`src/rtl/apb_cmd_master_if.sv`:
```
// Bus bundle for apb_cmd_master: command/response handshake plus the APB master signals.
// The master modport is the DUT's view and the slave modport is the surrounding environment's view.
interface apb_cmd_master_if #(
  parameter int ADDR_W = 32,
  parameter int DATA_W = 32
);
  logic              cmd_valid;
  logic              cmd_ready;
  logic              cmd_write;
  logic [ADDR_W-1:0] cmd_addr;
  logic [DATA_W-1:0] cmd_wdata;
  logic              rsp_valid;
  logic [DATA_W-1:0] rsp_rdata;
  logic              rsp_err;
  logic              PSEL;
  logic              PENABLE;
  logic              PWRITE;
  logic [ADDR_W-1:0] PADDR;
  logic [DATA_W-1:0] PWDATA;
  logic [DATA_W-1:0] PRDATA;
  logic              PREADY;
  logic              PSLVERR;

  modport master (
    input  cmd_valid, cmd_write, cmd_addr, cmd_wdata, PRDATA, PREADY, PSLVERR,
    output cmd_ready, rsp_valid, rsp_rdata, rsp_err, PSEL, PENABLE, PWRITE, PADDR, PWDATA
  );

  modport slave (
    output cmd_valid, cmd_write, cmd_addr, cmd_wdata, PRDATA, PREADY, PSLVERR,
    input  cmd_ready, rsp_valid, rsp_rdata, rsp_err, PSEL, PENABLE, PWRITE, PADDR, PWDATA
  );
endinterface

```
`src/rtl/apb_cmd_master.sv`:
```
// Command-driven APB master: FIFO-buffered write/read commands run as SETUP/ACCESS transfers,
// one response per command. Define APB_TIMEOUT_EN to abort transfers stalled in ACCESS.
module apb_cmd_master #(
  parameter int ADDR_W     = 32,
  parameter int DATA_W     = 32,
  parameter int FIFO_DEPTH = 4,
  parameter int TIMEOUT    = 16
) (
  input logic             PCLK,
  input logic             PRESETn,
  apb_cmd_master_if.master bus
);
  localparam int PTR_W = $clog2(FIFO_DEPTH);
  localparam int CNT_W = $clog2(FIFO_DEPTH + 1);

  if (FIFO_DEPTH < 2 || (FIFO_DEPTH & (FIFO_DEPTH - 1)) != 0 || TIMEOUT < 2) begin : g_bad_param
    $error("apb_cmd_master: FIFO_DEPTH must be a power of 2 >= 2 and TIMEOUT >= 2");
  end

  typedef enum logic [1:0] {IDLE, SETUP, ACCESS} state_t;

  typedef struct packed {
    logic              write;
    logic [ADDR_W-1:0] addr;
    logic [DATA_W-1:0] wdata;
  } cmd_t;

  logic [1:0]        rst_sync_q, rst_sync_d;
  logic              rst_n;
  state_t            state_q, state_d;
  logic [CNT_W-1:0]  count_q, count_d;
  logic [PTR_W-1:0]  wr_ptr_q, wr_ptr_d, rd_ptr_q, rd_ptr_d;
  cmd_t              fifo_q [FIFO_DEPTH];
  cmd_t              fifo_d [FIFO_DEPTH];
  cmd_t              head;
  logic              psel_q, psel_d, penable_q, penable_d, pwrite_q, pwrite_d;
  logic [ADDR_W-1:0] paddr_q, paddr_d;
  logic [DATA_W-1:0] pwdata_q, pwdata_d;
  logic              rsp_valid_q, rsp_valid_d, rsp_err_q, rsp_err_d;
  logic [DATA_W-1:0] rsp_rdata_q, rsp_rdata_d;
  logic              cmd_ready, push, pop;
`ifdef APB_TIMEOUT_EN
  localparam int WAIT_W = $clog2(TIMEOUT + 1);
  logic [WAIT_W-1:0] wait_cnt_q, wait_cnt_d;
`endif

  // Reset asserts immediately but is released only on a clock edge, two flops later.
  always_comb rst_sync_d = {rst_sync_q[0], 1'b1};

  always_ff @(posedge PCLK or negedge PRESETn) begin
    if (!PRESETn) rst_sync_q <= '0;
    else          rst_sync_q <= rst_sync_d;
  end

  assign rst_n     = rst_sync_q[1];
  assign cmd_ready = (count_q != CNT_W'(FIFO_DEPTH));

  always_comb begin
    state_d     = state_q;
    count_d     = count_q;
    wr_ptr_d    = wr_ptr_q;
    rd_ptr_d    = rd_ptr_q;
    fifo_d      = fifo_q;
    psel_d      = psel_q;
    penable_d   = penable_q;
    pwrite_d    = pwrite_q;
    paddr_d     = paddr_q;
    pwdata_d    = pwdata_q;
    rsp_valid_d = 1'b0;
    rsp_rdata_d = rsp_rdata_q;
    rsp_err_d   = rsp_err_q;
`ifdef APB_TIMEOUT_EN
    wait_cnt_d  = wait_cnt_q;
`endif
    push = bus.cmd_valid && cmd_ready;
    pop  = 1'b0;
    head = fifo_q[rd_ptr_q];

    case (state_q)
      IDLE: begin
        if (count_q != '0) begin
          pop       = 1'b1;
          psel_d    = 1'b1;
          penable_d = 1'b0;
          pwrite_d  = head.write;
          paddr_d   = head.addr;
          pwdata_d  = head.wdata;
          state_d   = SETUP;
        end
      end
      SETUP: begin
        penable_d = 1'b1;
        state_d   = ACCESS;
`ifdef APB_TIMEOUT_EN
        wait_cnt_d = '0;
`endif
      end
      ACCESS: begin
        if (bus.PREADY) begin
          psel_d      = 1'b0;
          penable_d   = 1'b0;
          rsp_valid_d = 1'b1;
          rsp_rdata_d = pwrite_q ? '0 : bus.PRDATA;
          rsp_err_d   = bus.PSLVERR;
          state_d     = IDLE;
        end
`ifdef APB_TIMEOUT_EN
        // A PREADY on the last permitted ACCESS cycle takes the branch above, so it still wins.
        else if (wait_cnt_q == WAIT_W'(TIMEOUT - 1)) begin
          psel_d      = 1'b0;
          penable_d   = 1'b0;
          rsp_valid_d = 1'b1;
          rsp_rdata_d = '0;
          rsp_err_d   = 1'b1;
          state_d     = IDLE;
        end else begin
          wait_cnt_d = wait_cnt_q + 1'b1;
        end
`endif
      end
      default: state_d = IDLE;
    endcase

    if (push) begin
      fifo_d[wr_ptr_q].write = bus.cmd_write;
      fifo_d[wr_ptr_q].addr  = bus.cmd_addr;
      fifo_d[wr_ptr_q].wdata = bus.cmd_wdata;
      wr_ptr_d = wr_ptr_q + 1'b1;
    end
    if (pop) rd_ptr_d = rd_ptr_q + 1'b1;

    case ({push, pop})
      2'b10:   count_d = count_q + 1'b1;
      2'b01:   count_d = count_q - 1'b1;
      default: count_d = count_q;
    endcase
  end

  // FIFO storage needs no reset: the flushed pointers and count make stale entries unreachable.
  always_ff @(posedge PCLK) begin
    fifo_q <= fifo_d;
  end

  always_ff @(posedge PCLK or negedge rst_n) begin
    if (!rst_n) begin
      state_q     <= IDLE;
      count_q     <= '0;
      wr_ptr_q    <= '0;
      rd_ptr_q    <= '0;
      psel_q      <= 1'b0;
      penable_q   <= 1'b0;
      pwrite_q    <= 1'b0;
      paddr_q     <= '0;
      pwdata_q    <= '0;
      rsp_valid_q <= 1'b0;
      rsp_rdata_q <= '0;
      rsp_err_q   <= 1'b0;
`ifdef APB_TIMEOUT_EN
      wait_cnt_q  <= '0;
`endif
    end else begin
      state_q     <= state_d;
      count_q     <= count_d;
      wr_ptr_q    <= wr_ptr_d;
      rd_ptr_q    <= rd_ptr_d;
      psel_q      <= psel_d;
      penable_q   <= penable_d;
      pwrite_q    <= pwrite_d;
      paddr_q     <= paddr_d;
      pwdata_q    <= pwdata_d;
      rsp_valid_q <= rsp_valid_d;
      rsp_rdata_q <= rsp_rdata_d;
      rsp_err_q   <= rsp_err_d;
`ifdef APB_TIMEOUT_EN
      wait_cnt_q  <= wait_cnt_d;
`endif
    end
  end

  assign bus.cmd_ready = cmd_ready;
  assign bus.PSEL      = psel_q;
  assign bus.PENABLE   = penable_q;
  assign bus.PWRITE    = pwrite_q;
  assign bus.PADDR     = paddr_q;
  assign bus.PWDATA    = pwdata_q;
  assign bus.rsp_valid = rsp_valid_q;
  assign bus.rsp_rdata = rsp_rdata_q;
  assign bus.rsp_err   = rsp_err_q;
endmodule

```
`src/flat_wrapper.sv`:
```
// flat-port wrapper written by rule: the top's interface ports become plain ports
module apb_cmd_master_flat 
#(
  parameter int ADDR_W     = 32,
  parameter int DATA_W     = 32,
  parameter int FIFO_DEPTH = 4,
  parameter int TIMEOUT    = 16
)
  (PCLK, PRESETn, bus_cmd_valid, bus_cmd_write, bus_cmd_addr, bus_cmd_wdata, bus_PRDATA, bus_PREADY, bus_PSLVERR, bus_cmd_ready, bus_rsp_valid, bus_rsp_rdata, bus_rsp_err, bus_PSEL, bus_PENABLE, bus_PWRITE, bus_PADDR, bus_PWDATA);
  apb_cmd_master_if #(.ADDR_W(ADDR_W), .DATA_W(DATA_W)) bus_i ();
  input logic PCLK;
  input logic PRESETn;
  input wire logic [$bits(bus_i.cmd_valid)-1:0] bus_cmd_valid;
  input wire logic [$bits(bus_i.cmd_write)-1:0] bus_cmd_write;
  input wire logic [$bits(bus_i.cmd_addr)-1:0] bus_cmd_addr;
  input wire logic [$bits(bus_i.cmd_wdata)-1:0] bus_cmd_wdata;
  input wire logic [$bits(bus_i.PRDATA)-1:0] bus_PRDATA;
  input wire logic [$bits(bus_i.PREADY)-1:0] bus_PREADY;
  input wire logic [$bits(bus_i.PSLVERR)-1:0] bus_PSLVERR;
  output wire logic [$bits(bus_i.cmd_ready)-1:0] bus_cmd_ready;
  output wire logic [$bits(bus_i.rsp_valid)-1:0] bus_rsp_valid;
  output wire logic [$bits(bus_i.rsp_rdata)-1:0] bus_rsp_rdata;
  output wire logic [$bits(bus_i.rsp_err)-1:0] bus_rsp_err;
  output wire logic [$bits(bus_i.PSEL)-1:0] bus_PSEL;
  output wire logic [$bits(bus_i.PENABLE)-1:0] bus_PENABLE;
  output wire logic [$bits(bus_i.PWRITE)-1:0] bus_PWRITE;
  output wire logic [$bits(bus_i.PADDR)-1:0] bus_PADDR;
  output wire logic [$bits(bus_i.PWDATA)-1:0] bus_PWDATA;
  assign bus_i.cmd_valid = bus_cmd_valid;
  assign bus_i.cmd_write = bus_cmd_write;
  assign bus_i.cmd_addr = bus_cmd_addr;
  assign bus_i.cmd_wdata = bus_cmd_wdata;
  assign bus_i.PRDATA = bus_PRDATA;
  assign bus_i.PREADY = bus_PREADY;
  assign bus_i.PSLVERR = bus_PSLVERR;
  assign bus_cmd_ready = bus_i.cmd_ready;
  assign bus_rsp_valid = bus_i.rsp_valid;
  assign bus_rsp_rdata = bus_i.rsp_rdata;
  assign bus_rsp_err = bus_i.rsp_err;
  assign bus_PSEL = bus_i.PSEL;
  assign bus_PENABLE = bus_i.PENABLE;
  assign bus_PWRITE = bus_i.PWRITE;
  assign bus_PADDR = bus_i.PADDR;
  assign bus_PWDATA = bus_i.PWDATA;
  apb_cmd_master #(.ADDR_W(ADDR_W), .DATA_W(DATA_W), .FIFO_DEPTH(FIFO_DEPTH), .TIMEOUT(TIMEOUT)) u_core (.PCLK(PCLK), .PRESETn(PRESETn), .bus(bus_i));
endmodule
```
`config.mk`:
```
export PLATFORM = sky130hd
export DESIGN_NAME = apb_cmd_master_flat
export DESIGN_NICKNAME = d
export VERILOG_FILES = /design/src/rtl/apb_cmd_master_if.sv /design/src/rtl/apb_cmd_master.sv /design/src/flat_wrapper.sv
export SDC_FILE = /design/constraint.sdc
export NUM_CORES = 1
export LEC_CHECK = 0
export CORE_MARGIN = 4
export CORE_UTILIZATION = 55
export DETAILED_ROUTE_END_ITERATION = 8
export GPL_ROUTABILITY_DRIVEN = 0
export PLACE_DENSITY = 0.8
export SLEW_MARGIN = 15
export SYNTH_ARGS = -nofsm -noshare
export SYNTH_HDL_FRONTEND = slang
export SYNTH_SLANG_ARGS = --single-unit
export TNS_END_PERCENT = 100
```
`constraint.sdc`:
```
create_clock -name PCLK -period 5.79 [get_ports PCLK]
set_input_delay 0.8685 -clock PCLK [delete_from_list [all_inputs] [get_ports PCLK]]
set_output_delay 0.8685 -clock PCLK [all_outputs]
set_load 0.01 [all_outputs]
```
Yosys cells after proc, flatten, opt, wreduce, memory -nomap -nowiden. Cells that the tools add are included.

Register bits after elaboration: 372. Input bits: 102. Output and inout port bits: 102. Word-level logic and storage cells: 79.

Add/sub/neg operators: 4. Order comparisons: 3. Equality and inequality tests: 7. Muxes and demuxes: 26. Bitwise logic cells: 2. Reductions and logical operators: 12.

Operators with widths (number): 260-bit bitwise mux (3); 65-bit demux with 2-bit select (3); 65-bit two-way mux (3); 65-bit binary-select mux with 2-bit select (1); 32-bit two-way mux (2); 64-bit two-way mux (1); 1-bit two-way mux (7); 3-bit >= comparator (second input constant) (2); 2-bit NOT with 3-bit output (2); 2-bit one-hot mux with 3 select lines (1); 3-bit one-hot mux with 2 select lines (1); 2-bit AND reduction (3); 3-bit AND reduction (2); 3-bit nonzero test (2); 2-bit by 1-bit adder with 2-bit output (second input constant) (2); 2-bit by 1-bit == test with 1-bit output (second input constant) (2); 2-bit == test (second input constant) (2); 2-bit two-way mux (2); 2-bit nonzero test (2); 3-bit by 1-bit adder with 3-bit output (second input constant) (1); 3-bit by 1-bit < comparator with 1-bit output (second input constant) (1); 3-bit != test (second input constant) (1); 1-bit one-hot mux with 3 select lines (1); 3-bit by 1-bit subtractor with 3-bit output (second input constant) (1); 5 further kinds (6).

Depth between registers and ports, before layout.
Word-level depth: 8. Mapped depth: 10. Mapped depth without buffers: 9.

Least setup slack after synthesis. No wires, ideal clock.

Path kind: input-to-reg. Start: input port bus_cmd_valid. End: register u_core.fifo_q[0] (netlist bit) (enable). Setup time: 430 ps. Data arrival time: 2436 ps. Required time: 5360 ps. Path slack: 2924 ps. Cell stages on the path: 1. Buffers on the path: 0. Cell sequence: and3_1.

Longest elaborated chain between the ends: 1.

Ends and longest elaborated chain: start: declaration (line flat_wrapper.sv:13) `input wire logic [$bits(bus_i.cmd_valid)-1:0] bus_cmd_valid;`; 1-bit logical AND (line apb_cmd_master.sv:75) `push = bus.cmd_valid && cmd_ready;`; end signal: assignment (line apb_cmd_master.sv:141) `fifo_q <= fifo_d;`; end: declaration (line apb_cmd_master.sv:33) `cmd_t fifo_q [FIFO_DEPTH];`.

No other way between the ends. A chain may end at the register's enable or synchronous reset.

Worst setup path after layout.
Start: register u_core.count_q[0]. End: register u_core.count_q[2].

Longest elaborated chain between the ends: 5. Elaborated cells between the ends (all ways): 11. Those cells by class: 2 x add/sub; 3 x eq/ne; 3 x mux; 3 x reduce/logical.

Ends and longest elaborated chain: start: declaration (line apb_cmd_master.sv:31) `logic [CNT_W-1:0] count_q, count_d;`; start signal: assignment (line apb_cmd_master.sv:163) `count_q <= count_d;`; 3-bit nonzero test (line apb_cmd_master.sv:81) `if (count_q != '0) begin`; 1-bit two-way mux (line apb_cmd_master.sv:81); 1-bit two-way mux (line apb_cmd_master.sv:79) `case (state_q)`; 2-bit by 1-bit == test with 1-bit output or 2-bit == test (tied branches) (line apb_cmd_master.sv:132) `case ({push, pop})`; 3-bit one-hot mux with 2 select lines or 2-bit nonzero test (tied branches).

Parallel ways exist; a longest one is shown, timed or not.

==> flow_results.org <==
** Worst setup path
- For the worst setup path, the data required time is 6230 ps.
- Kind of critical path :: reg -> reg
- Element type at the critical path start :: register
- Reg2reg start :: u_core.count_q[0]
- The worst register-to-register path ends at u_core.count_q[2].
- Crit path capture type :: register
- Number of cells traversed by the worst register-to-register path :: 9
- Maximum fanout along the worst path :: 67
- Setup slack on the worst flop-to-flop path :: 2830 ps
- Data arrival time of the critical path :: 3400 ps

** Min path
- For hold timing, the worst endpoint is u_core.rst_sync_q[1].
- Launch point of the worst hold path :: u_core.rst_sync_q[0]
- Hold path cells :: 0
- Min-delay worst type :: reg -> reg

** Place
- Number of instances in the placed design :: 1313
- The wire-length estimate of the detail-placed layout is 17100 um.
- At the placement stage, the worst setup path has a slack of 2800 ps.
- Port-buffer cells :: 203

** Route
- Number of design-rule violations left by the first detailed-router iteration :: 610
- After detailed routing, the wire length on met1 is 11600 um.
- The detailed router placed 7520 vias in this run.
- Post-detailed-route via-to-cell ratio :: 5.46
- Post-DRT Antenna Nets :: 0
- WL met2 :: 14800 um
- Per-cell routed wire length :: 21.1 um
- The first detailed-routing pass took 5 iterations.
- Uppermost signal routing layer after detailed routing :: met4
- Post-route DRC :: 0
- Met3 WL post-DR :: 2120 um
- Summed over all layers, the routed wires come to 29000 um.

** Floorplan
- The floorplan has 59 rows.
- Core area :: 26300 um2
- Initial standard-cell utilization of the core :: 56.3%
- The die is 172 um tall.
- The floorplan step defined a die boundary enclosing 29600 um2.
- Die width :: 172 um
- Io pins :: 204

** STA
- Setup repair after global routing missed its margin :: no
- Number of hold violations in the final report :: 0
- Transition at the pin with the smallest max-transition slack :: 1120 ps
- Timing would allow up to 338 MHz.
- Rel. slew slack :: 25.1%
- On the final layout, the worst clock skew is 18.1 ps.
- Summed negative setup slack over all endpoints :: 0 ps
- Number of setup violations in the final report :: 0
- Across all setup checks in the final design, the least slack found is 2830 ps.
- Final clock period utilization by the worst path :: 51.1%
- The worst path in the final design needs a cycle of 2960 ps, including I/O delays and setup.
- Max Slew Vio Count :: 0

** Synth
- Count of flip-flops with a built-in enable after synthesis :: 260
- The top cell type by area accounts for 52.8% of the synthesized area.
- Counting flops and latches in the post-synthesis netlist gives 372.
- Mapped Cells :: 814
- Number of different library cells in the post-synthesis netlist :: 33
- Adder-cell area share of the yosys netlist :: 0.559%
- Post-synthesis sequential area ratio :: 71.8%
- Among all flip-flop cells after synthesis, the most frequent one is sky130_fd_sc_hd__edfxtp_1.
- Of the total synthesized cell area, the portion taken by AND, OR, NAND and NOR gates is 8.34%.
- Counting every net in the synthesized netlist gives 922.
- Synthesized-area fraction occupied by ao, oa, aoi and oai cells :: 1.15%
- Cell type with the largest total area after synthesis :: sky130_fd_sc_hd__edfxtp_1
- Yosys warning count :: 0
- Among all cell types in the netlist, the one instantiated most often is sky130_fd_sc_hd__edfxtp_1.
- Of the post-synthesis cell area, the part taken by muxes is 15.7%.
- Of all flip-flops after synthesis, the portion carrying an async set or reset was 30.1%.
- By area the synthesized netlist is led by sky130_fd_sc_hd__edfxtp_1, sky130_fd_sc_hd__dfrtp_1, sky130_fd_sc_hd__mux4_2.
- In this run the mean area of a mapped cell was 18.2 um2.
- Combinational family with the most area after synthesis :: multiplexers
- Of the total synthesized cell area, the portion taken by XOR and XNOR cells is 0.355%.
- In the synthesized netlist, the cells that appear most often are sky130_fd_sc_hd__edfxtp_1, sky130_fd_sc_hd__and2_1, sky130_fd_sc_hd__dfrtp_1.
- Mapped Area :: 14800 um2

** Global routing
- The number of antenna violations at the first check in global routing was 0.
- For this run the aggregate overflow at the end of global routing stands at 0.
- Pin count of the biggest net entering global routing :: 68
- First-pass GRT wire length :: 45100 um
- Via count of the first global-routing pass :: 8043
- Across every metal layer, demand over resource in global routing totals 20.0%.

** Clock network
- Num Clock Sinks :: 372
- PostCTS Resize Cnt :: 0
- Buffers added to address setup during post-CTS repair amount to 0.
- TritonCTS built the clock tree.
- Deepest clock path buffer count :: 3
- Clock-pin slew was measured on the worst setup and hold paths at 60 ps.
- Hold-fix buffers at CTS :: 0
- Clock buffers created by TritonCTS :: 37
- CTS built an H-tree with a depth of 2.
- The tree is rooted in a sky130_fd_sc_hd__clkbuf_16.
- Worst-skew pair later-pin latency :: 510 ps

** Final layout
- Layout overhead on the synthesized area :: 23.1%
- 0 antenna diodes ended up in the layout.
- Excluding fillers, the count of instances in the completed layout stands at 1378.
- Count of nets after finishing :: 1125
- Ratio of cells with drive above 1 in the final layout :: 18.9%
- Total of fill cells in the finished design :: 1684

** Power and ir drop
- Ratio of total power to cell area :: 541 nW/um2
- The worst-case IR drop observed on VDD is 0.000379 V.
- Standby leakage power :: 0.00661 uW

** Outcome
- Result of the run :: complete, no violations

** Run
- Max capacitance violation total :: 0
## through the flow
step	power, uW	hold WS (ps)	utilization (%)	cell area, um2
5_1_grt	10400	369	69.2	18200
4_1_cts	9970	358	69.2	18200
3_3_place_gp	7540	340	64.8	17000
6_report	9840	355	69.2	18200
3_5_place_dp	7660	339	64.8	17000
2_1_floorplan	6390	331	-	14800
## layout make-up
type                            instances  area, um2  share of cell area [%]
Clock buffer                           51       1020                    5.60
Clock inverter                         14        141                   0.777
Inverter                                9       36.3                   0.199
Multi-Input combinational cell        389       3890                    21.4
Sequential cell                       372      10600                    58.4
Tap cell                              335        419                    2.30
Timing Repair Buffer                  208       2070                    11.4
## report_power, final
group          switching [uW]  internal [uW]  total, uW  leakage [uW]
clock network             931           1360       2290      0.000566
logic                    1370           1900       3270       0.00230
registers                 517           3760       4280       0.00374
total                    2820           7020       9840       0.00661
## metal layers
metal	track usage [%]	vias to the layer above
met5	0	-
li1	-	3418
met1	26.4	3804
met3	3.77	40
met4	5.06	0
met2	34.6	258
## critical path: stages, from the launching register on
cell	delay, ps
sky130_fd_sc_hd__dfrtp_1	410
sky130_fd_sc_hd__nor3_1	90
sky130_fd_sc_hd__or3_4	370
sky130_fd_sc_hd__inv_4	810
sky130_fd_sc_hd__ha_1	330
sky130_fd_sc_hd__inv_1	70
sky130_fd_sc_hd__fa_1	380
sky130_fd_sc_hd__xor2_1	150
sky130_fd_sc_hd__nor2_1	110
sky130_fd_sc_hd__xor2_1	150
## cell usage in the layout, fill, tap and decap left out, types with 3 or more instances in the layout
cell | netlist | final
sky130_fd_sc_hd__clkbuf_16 | 0 | 37
sky130_fd_sc_hd__mux2_2 | 39 | 39
sky130_fd_sc_hd__buf_4 | 1 | 5
sky130_fd_sc_hd__dfrtp_4 | 0 | 3
sky130_fd_sc_hd__clkbuf_8 | 0 | 4
sky130_fd_sc_hd__clkinv_2 | 0 | 5
sky130_fd_sc_hd__and2_1 | 129 | 129
sky130_fd_sc_hd__bufinv_16 | 0 | 3
sky130_fd_sc_hd__clkdlybuf4s50_1 | 0 | 203
sky130_fd_sc_hd__nand2_1 | 35 | 35
sky130_fd_sc_hd__and3_4 | 0 | 4
sky130_fd_sc_hd__dfrtp_1 | 112 | 109
sky130_fd_sc_hd__edfxtp_1 | 260 | 260
sky130_fd_sc_hd__mux2_4 | 28 | 28
sky130_fd_sc_hd__ha_1 | 5 | 5
sky130_fd_sc_hd__clkinv_1 | 0 | 5
sky130_fd_sc_hd__inv_1 | 8 | 8
sky130_fd_sc_hd__clkbuf_1 | 27 | 10
sky130_fd_sc_hd__xnor2_1 | 4 | 4
sky130_fd_sc_hd__nand2b_1 | 32 | 32
sky130_fd_sc_hd__o21ai_0 | 34 | 34
sky130_fd_sc_hd__mux4_2 | 65 | 65
## cells by family (layout without fill, tap and decap cells)
group / Yosys count / after routing
AND/OR/NAND/NOR: 210 / 210
adder cells (fa/ha/maj): 6 / 6
AO/OA/AOI/OAI: 34 / 34
other: 1 / 1
multiplexers: 132 / 132
flip-flops: 372 / 372
buffers and inverters: 53 / 282
XOR/XNOR: 6 / 6
## registers in the layout, summed over array words and instances (netlist names)
register              flops
u_core.bus.PADDR         32
u_core.bus.PENABLE        1
u_core.bus.PSEL           1
u_core.bus.PWDATA        32
u_core.bus.PWRITE         1
u_core.bus.rsp_err        1
u_core.bus.rsp_rdata     32
u_core.bus.rsp_valid      1
u_core.count_q            3
u_core.fifo_q           260
u_core.rd_ptr_q           2
u_core.rst_sync_q         2
u_core.state_q            2
u_core.wr_ptr_q           2
## worst max path at each step
stage | cells after the start | to | slack [ps] | start
floorplan | 0 | u_core.bus.PADDR[0] | 2440 | u_core.rst_sync_q[1]
global placement | 3 | u_core.fifo_q[243] | 2900 | u_core.wr_ptr_q[0]
detailed placement | 9 | u_core.count_q[2] | 2800 | u_core.count_q[0]
CTS | 9 | u_core.count_q[2] | 2780 | u_core.count_q[0]
global route | 9 | u_core.count_q[2] | 2640 | u_core.count_q[0]
finish | 9 | u_core.count_q[2] | 2830 | u_core.count_q[0]
No activity file was read; power rests on OpenSTA's default activity.
